[src/rtl/parking_pin_entry_pkg.sv]
// Shared definitions for the parking gate PIN entry terminal:
// FSM encodings, keypad constants and digit classification.
package parking_pin_entry_pkg;

    typedef enum logic [2:0] {
        PE_IDLE      = 3'd0,
        PE_ENTRY     = 3'd1,
        PE_SEND      = 3'd2,
        PE_WAIT_RESP = 3'd3,
        PE_LOCKED    = 3'd4
    } pe_state_e;

    localparam logic [3:0] KEY_CLEAR  = 4'hA;
    localparam logic [3:0] KEY_ENTER  = 4'hB;
    localparam logic [2:0] PIN_DIGITS = 3'd4;

    function automatic logic is_digit(input logic [3:0] key);
        return (key <= 4'd9);
    endfunction

endpackage

[src/rtl/pe_timeout_counter.sv]
// Idle-cycle counter with a registered expiry pulse. The pulse is high during
// the cycle in which the count sits at LIMIT-1; the count then wraps to 0.
module pe_timeout_counter #(
    parameter int unsigned LIMIT = 16
) (
    input  logic clk,
    input  logic rst,
    input  logic clear_i,
    input  logic enable_i,
    output logic expired_o
);

    localparam int unsigned W = $clog2(LIMIT);
    localparam logic [W-1:0] LAST    = W'(LIMIT - 1);
    localparam logic [W-1:0] PRELAST = W'(LIMIT - 2);

    logic [W-1:0] cnt_q;
    logic [W-1:0] cnt_d;
    logic         expired_q;
    logic         expired_d;

    // Next count and look-ahead expiry so the pulse lines up with LIMIT-1.
    always_comb begin
        cnt_d     = cnt_q;
        expired_d = 1'b0;
        if (clear_i) begin
            cnt_d     = '0;
            expired_d = 1'b0;
        end else if (enable_i) begin
            if (cnt_q == LAST) begin
                cnt_d = '0;
            end else begin
                cnt_d = cnt_q + W'(1);
            end
            expired_d = (cnt_q == PRELAST);
        end else begin
            cnt_d     = cnt_q;
            expired_d = 1'b0;
        end
    end

    // Count and pulse registers.
    always_ff @(posedge clk) begin
        if (rst) begin
            cnt_q     <= '0;
            expired_q <= 1'b0;
        end else begin
            cnt_q     <= cnt_d;
            expired_q <= expired_d;
        end
    end

    assign expired_o = expired_q;

endmodule

[src/rtl/parking_pin_entry.sv]
// Keypad PIN entry terminal: collects four BCD digits, hands the code to the
// gate controller with a one-cycle ack and reports the controller's verdict.
module parking_pin_entry
    import parking_pin_entry_pkg::*;
#(
    parameter int unsigned ENTRY_TIMEOUT = 1000,
    parameter int unsigned RESP_TIMEOUT  = 16
) (
    input  logic        clk,
    input  logic        rst,
    input  logic        vehicle_present_i,
    input  logic        key_valid_i,
    input  logic [3:0]  key_code_i,
    input  logic        open_gate_i,
    input  logic        wrong_ping_i,
    input  logic        blocked_gate_i,
    output logic [15:0] code_o,
    output logic        code_ack_o,
    output logic [2:0]  digit_count_o,
    output logic        busy_o,
    output logic        result_ok_o,
    output logic        result_bad_o,
    output logic        locked_o
);

    pe_state_e   state_q;
    pe_state_e   state_d;
    logic [15:0] code_q;
    logic [15:0] code_d;
    logic [2:0]  count_q;
    logic [2:0]  count_d;
    logic        code_ack_q;
    logic        busy_q;
    logic        result_ok_q;
    logic        result_ok_d;
    logic        result_bad_q;
    logic        result_bad_d;
    logic        locked_q;

    logic        key_digit_s;
    logic        key_clear_s;
    logic        key_enter_s;
    logic        key_accept_s;
    logic        entry_clear_s;
    logic        entry_expired_s;
    logic        resp_enable_s;
    logic        resp_expired_s;

    assign key_digit_s   = key_valid_i && is_digit(key_code_i);
    assign key_clear_s   = key_valid_i && (key_code_i == KEY_CLEAR);
    assign key_enter_s   = key_valid_i && (key_code_i == KEY_ENTER);
    assign key_accept_s  = key_digit_s || key_clear_s || key_enter_s;

    // Entry timer only runs in ENTRY and restarts on any meaningful key.
    assign entry_clear_s = (state_q != PE_ENTRY) || key_accept_s;
    assign resp_enable_s = (state_q == PE_WAIT_RESP);

    pe_timeout_counter #(.LIMIT(ENTRY_TIMEOUT)) u_entry_timer (
        .clk       (clk),
        .rst       (rst),
        .clear_i   (entry_clear_s),
        .enable_i  (state_q == PE_ENTRY),
        .expired_o (entry_expired_s)
    );

    pe_timeout_counter #(.LIMIT(RESP_TIMEOUT)) u_resp_timer (
        .clk       (clk),
        .rst       (rst),
        .clear_i   (!resp_enable_s),
        .enable_i  (resp_enable_s),
        .expired_o (resp_expired_s)
    );

    // Next-state, code buffer and verdict pulse decisions.
    always_comb begin
        state_d      = state_q;
        code_d       = code_q;
        count_d      = count_q;
        result_ok_d  = 1'b0;
        result_bad_d = 1'b0;
        case (state_q)
            PE_IDLE: begin
                code_d  = 16'h0000;
                count_d = 3'd0;
                if (vehicle_present_i) begin
                    state_d = PE_ENTRY;
                end else begin
                    state_d = PE_IDLE;
                end
            end
            PE_ENTRY: begin
                // Departure wins over any key arriving in the same cycle.
                if (!vehicle_present_i) begin
                    state_d = PE_IDLE;
                    code_d  = 16'h0000;
                    count_d = 3'd0;
                end else if (key_digit_s) begin
                    if (count_q < PIN_DIGITS) begin
                        code_d  = {code_q[11:0], key_code_i};
                        count_d = count_q + 3'd1;
                    end else begin
                        code_d  = code_q;
                    end
                end else if (key_clear_s) begin
                    code_d  = 16'h0000;
                    count_d = 3'd0;
                end else if (key_enter_s) begin
                    if (count_q == PIN_DIGITS) begin
                        state_d = PE_SEND;
                    end else begin
                        state_d = PE_ENTRY;
                    end
                end else if (entry_expired_s) begin
                    code_d  = 16'h0000;
                    count_d = 3'd0;
                end else begin
                    state_d = PE_ENTRY;
                end
            end
            PE_SEND: begin
                state_d = PE_WAIT_RESP;
            end
            PE_WAIT_RESP: begin
                if (blocked_gate_i) begin
                    state_d = PE_LOCKED;
                end else if (open_gate_i) begin
                    state_d     = PE_IDLE;
                    result_ok_d = 1'b1;
                    code_d      = 16'h0000;
                    count_d     = 3'd0;
                end else if (wrong_ping_i || resp_expired_s) begin
                    state_d      = PE_ENTRY;
                    result_bad_d = 1'b1;
                    code_d       = 16'h0000;
                    count_d      = 3'd0;
                end else begin
                    state_d = PE_WAIT_RESP;
                end
            end
            PE_LOCKED: begin
                state_d = PE_LOCKED;
            end
            default: begin
                state_d = PE_IDLE;
                code_d  = 16'h0000;
                count_d = 3'd0;
            end
        endcase
    end

    // State and output registers; status flags decode the upcoming state.
    always_ff @(posedge clk) begin
        if (rst) begin
            state_q      <= PE_IDLE;
            code_q       <= 16'h0000;
            count_q      <= 3'd0;
            code_ack_q   <= 1'b0;
            busy_q       <= 1'b0;
            result_ok_q  <= 1'b0;
            result_bad_q <= 1'b0;
            locked_q     <= 1'b0;
        end else begin
            state_q      <= state_d;
            code_q       <= code_d;
            count_q      <= count_d;
            code_ack_q   <= (state_d == PE_SEND);
            busy_q       <= (state_d == PE_SEND) || (state_d == PE_WAIT_RESP);
            result_ok_q  <= result_ok_d;
            result_bad_q <= result_bad_d;
            locked_q     <= (state_d == PE_LOCKED);
        end
    end

    assign code_o        = code_q;
    assign digit_count_o = count_q;
    assign code_ack_o    = code_ack_q;
    assign busy_o        = busy_q;
    assign result_ok_o   = result_ok_q;
    assign result_bad_o  = result_bad_q;
    assign locked_o      = locked_q;

endmodule

[config.mk]
export PLATFORM = sky130hd
export DESIGN_NAME = parking_pin_entry
export DESIGN_NICKNAME = d
export VERILOG_FILES = /design/src/rtl/parking_pin_entry_pkg.sv /design/src/rtl/pe_timeout_counter.sv /design/src/rtl/parking_pin_entry.sv
export SDC_FILE = /design/constraint.sdc
export NUM_CORES = 1
export LEC_CHECK = 0
export ABC_AREA = 1
export BUFFER_PORTS_ARGS = -buffer_cell sky130_fd_sc_hd__buf_2
export CORE_MARGIN = 10
export CORE_UTILIZATION = 51
export DETAILED_ROUTE_END_ITERATION = 10
export PLACE_DENSITY = 0.7
export SETUP_SLACK_MARGIN = 0.05
export SYNTH_ARGS = -nofsm -noshare
export SYNTH_HDL_FRONTEND = slang
export SYNTH_SLANG_ARGS = --single-unit
export TNS_END_PERCENT = 100
[constraint.sdc]
create_clock -name clk -period 4.3 [get_ports clk]
set_input_delay 0.215 -clock clk [delete_from_list [all_inputs] [get_ports clk]]
set_output_delay 0.215 -clock clk [all_outputs]
set_load 0.02 [all_outputs]
==> results_dict.tcl <==
set metrics [dict create \
    vias 2005 \
    syn2layout_area_growth_pct 13.14 \
    cts_buffer_depth 2 \
    wl_per_cell_um 11.90 \
    leakage_nw 1.211 \
    nNetsFinal 363 \
    ys_async_sr_fraction 0 \
    coreArea_mm2 0.004058 \
    worst-path-max-fanout 35 \
    synth.top_cells.by_area "dfxtp_1 40%, nand2_1 15%, nand3_1 7.6%" \
    drive_above_1_share 0.1643 \
    hold_viol_final 0 \
    cp.buffers_inverters 2 \
    timing.final.crit_share 0.5351 \
    cpMostUsedCell "nand3_1" \
    cts_setup_buffers 0 \
    cts_buffers 5 \
    ys_types 30 \
    finalClockSkew_ps 3.492 \
    netlist_area_mm2 0.002161 \
    cp-end-kind "register" \
    ys_warn_count 0 \
    worst_pin_slew_ps 1235 \
    die_x_um 85.09 \
    ir_drop_mv 0.2201 \
    fin_crit_ps 2301 \
    crit_path_start_kind "register" \
    cts_hold_buf 0 \
    antenna_found_initial 0 \
    maxSlewViolCount 0 \
    n_antenna_cell 0 \
    drtIter0Drc 156 \
    placementRows 23 \
    grt_max_degree 39 \
    synth_top_cell_area_share 0.3984 \
    synth_fp_nets 331 \
    synth_top_area_cell "dfxtp_1" \
    setup_viol 0 \
    ios 35 \
    rsz0062_at_grt "no" \
    antenna_left 0 \
    arrival_ps 2490 \
    clock-sinks 43 \
    outcome "finished clean" \
    worstHoldPathType "in -> reg" \
    dr.pass1.iters 4 \
    worst-setup-path-type "reg -> reg" \
    postSynthCellCount 314 \
    ctsResizeCount 0 \
    remaining_drc_errors 0 \
    initial_core_util 0.5325 \
    cts-root-buf "clkbuf_8" \
    maxCapViolCount 0 \
    fill_cells 401 \
    routed_wl_um 4724 \
    power.density_mw_per_mm2 322.9 \
    cp.required_ps 4490 \
    htree_levels 2 \
    synth_commonest_cells "84 x nand2_1, 43 x dfxtp_1, 40 x nor2_1" \
    synth_sequential_area_ratio 0.3984 \
    synth.avg_cell_area_um2 6.882 \
    cts_tree "done" \
    clock_latency_ps 290 \
    maxSlewHeadroom 0.1760 \
    dp_hpwl_um 3452 \
    tns_ps 0 \
    synth.most_common_cell "nand2_1" \
    viasPerCell 5.050 \
    synth-edff-count 0 \
    grt_usage 0.1294 \
    crit_family "simple AND/OR/NAND/NOR gates" \
    ys_seq_elements 43 \
    dieArea_mm2 0.007240 \
    cts.clk_slew.worst_paths_ps 80 \
    dp_worst_setup_slack_ps 2021 \
    setup_ws_ps 1999 \
    ys.flop_type "dfxtp_1" \
    grt_overflow_total 0 \
    critical_path.cell_chain "inv_1, nand3_1, nand4_1, nor2_2, buf_4, nand3_1, nand2_1, nor2_1" \
    fmax_mhz 434.6 \
    port-buffer-count 34 \
    max_stage_delay_ps 940 \
    gp_congestion 0.8997 \
    first_global_vias 1782 \
    die_h_um 85.09 \
    grt_pass1_wl_um 8024 \
    worst_path_max_delay_cell "nor2_2" \
]
-- stage by stage --
step	util	area (um^2)	instances	hold WS (ps)	power, mW
global placement	0.5735	2327	389	425.1	0.4723
detailed placement	0.5735	2327	389	427.3	0.4727
CTS	0.6025	2445	397	110.1	0.7968
floorplan	-	2161	314	284.1	0.4555
finish	0.6025	2445	397	120.8	0.7894
global route	0.6025	2445	397	118.4	0.8167
-- sequential cells by signal, indices dropped and copies added (netlist names) --
signal,count
locked_o,1
u_resp_timer.expired_o,1
code_ack_o,1
digit_count_o,3
busy_o,1
result_bad_o,1
u_entry_timer.expired_o,1
code_o,16
result_ok_o,1
u_entry_timer.cnt_q,10
state_q,3
u_resp_timer.cnt_q,4
-- worst register-to-register path: cells and delay by family, from the launching register on --
| kind | cells | cell delay, ps |
|---|---|---|
| buffers and inverters | 2 | 390 |
| flip-flops | 1 | 410 |
| AND/OR/NAND/NOR | 6 | 1390 |
-- area by class of cell --
cell class	instances	area [um^2]	area share
multi-input combinational	225	1085	0.4437
clock buffer	6	82.58	0.03378
tap	50	62.56	0.02559
inverter	35	133.9	0.05476
clock inverter	2	35.03	0.01433
timing repair buffer	36	185.2	0.07574
sequential	43	860.8	0.3521
-- metal layers --
layer / global-route usage / part of all wire
met3: 0.03824 / 0.056
met1: 0.1599 / 0.49
met4: 0.04940 / 0.017
met5: 0 / 0
met2: 0.2057 / 0.43
-- report_power, final --
part           internal [mW]  total (mW)  switching, mW
Sequential             0.403       0.408        0.00468
Clock                  0.188       0.326          0.138
Combinational         0.0184      0.0555         0.0370
Total                  0.609       0.789          0.180
-- kinds of logic (layout without fill, tap and decap cells) --
family                   count (synthesis)  after routing  share of synthesized area
adder cells (fa/ha/maj)                  6              6                    0.03474
AO/OA/AOI/OAI                           32             32                    0.07817
buffers and inverters                   46             79                     0.1008
AND/OR/NAND/NOR                        184            184                     0.3758
XOR/XNOR                                 3              3                    0.01216
flip-flops                              43             43                     0.3984
-- layout by cell type, fill, tap and decap left out, drive strengths merged --
cell    count
nand4       7
or2         1
dfxtp      43
nand3      35
a21oi      26
buf        36
o21bai      1
nor3b       1
o21ai       3
ha          6
xnor2       1
clkinv      1
inv        35
nor4        1
clkbuf      6
nor2       43
xor2        2
nor3       11
nand2      85
a31o        1
o211ai      1
bufinv      1
-- worst paths after layout --
check                                endpoint  cells after the start  slack, ps                             start
min                   result_bad_o$_SDFF_PP0_                      2        120                       open_gate_i
max                    code_o[7]$_SDFFE_PP0P_                      8       2000             state_q[0]$_SDFF_PP0_
min reg2reg  u_resp_timer.cnt_q[0]$_SDFF_PP0_                      1        470  u_resp_timer.cnt_q[0]$_SDFF_PP0_
max reg2reg            code_o[7]$_SDFFE_PP0P_                      8       2000             state_q[0]$_SDFF_PP0_
Note: power is estimated with default switching activity, not from simulation.
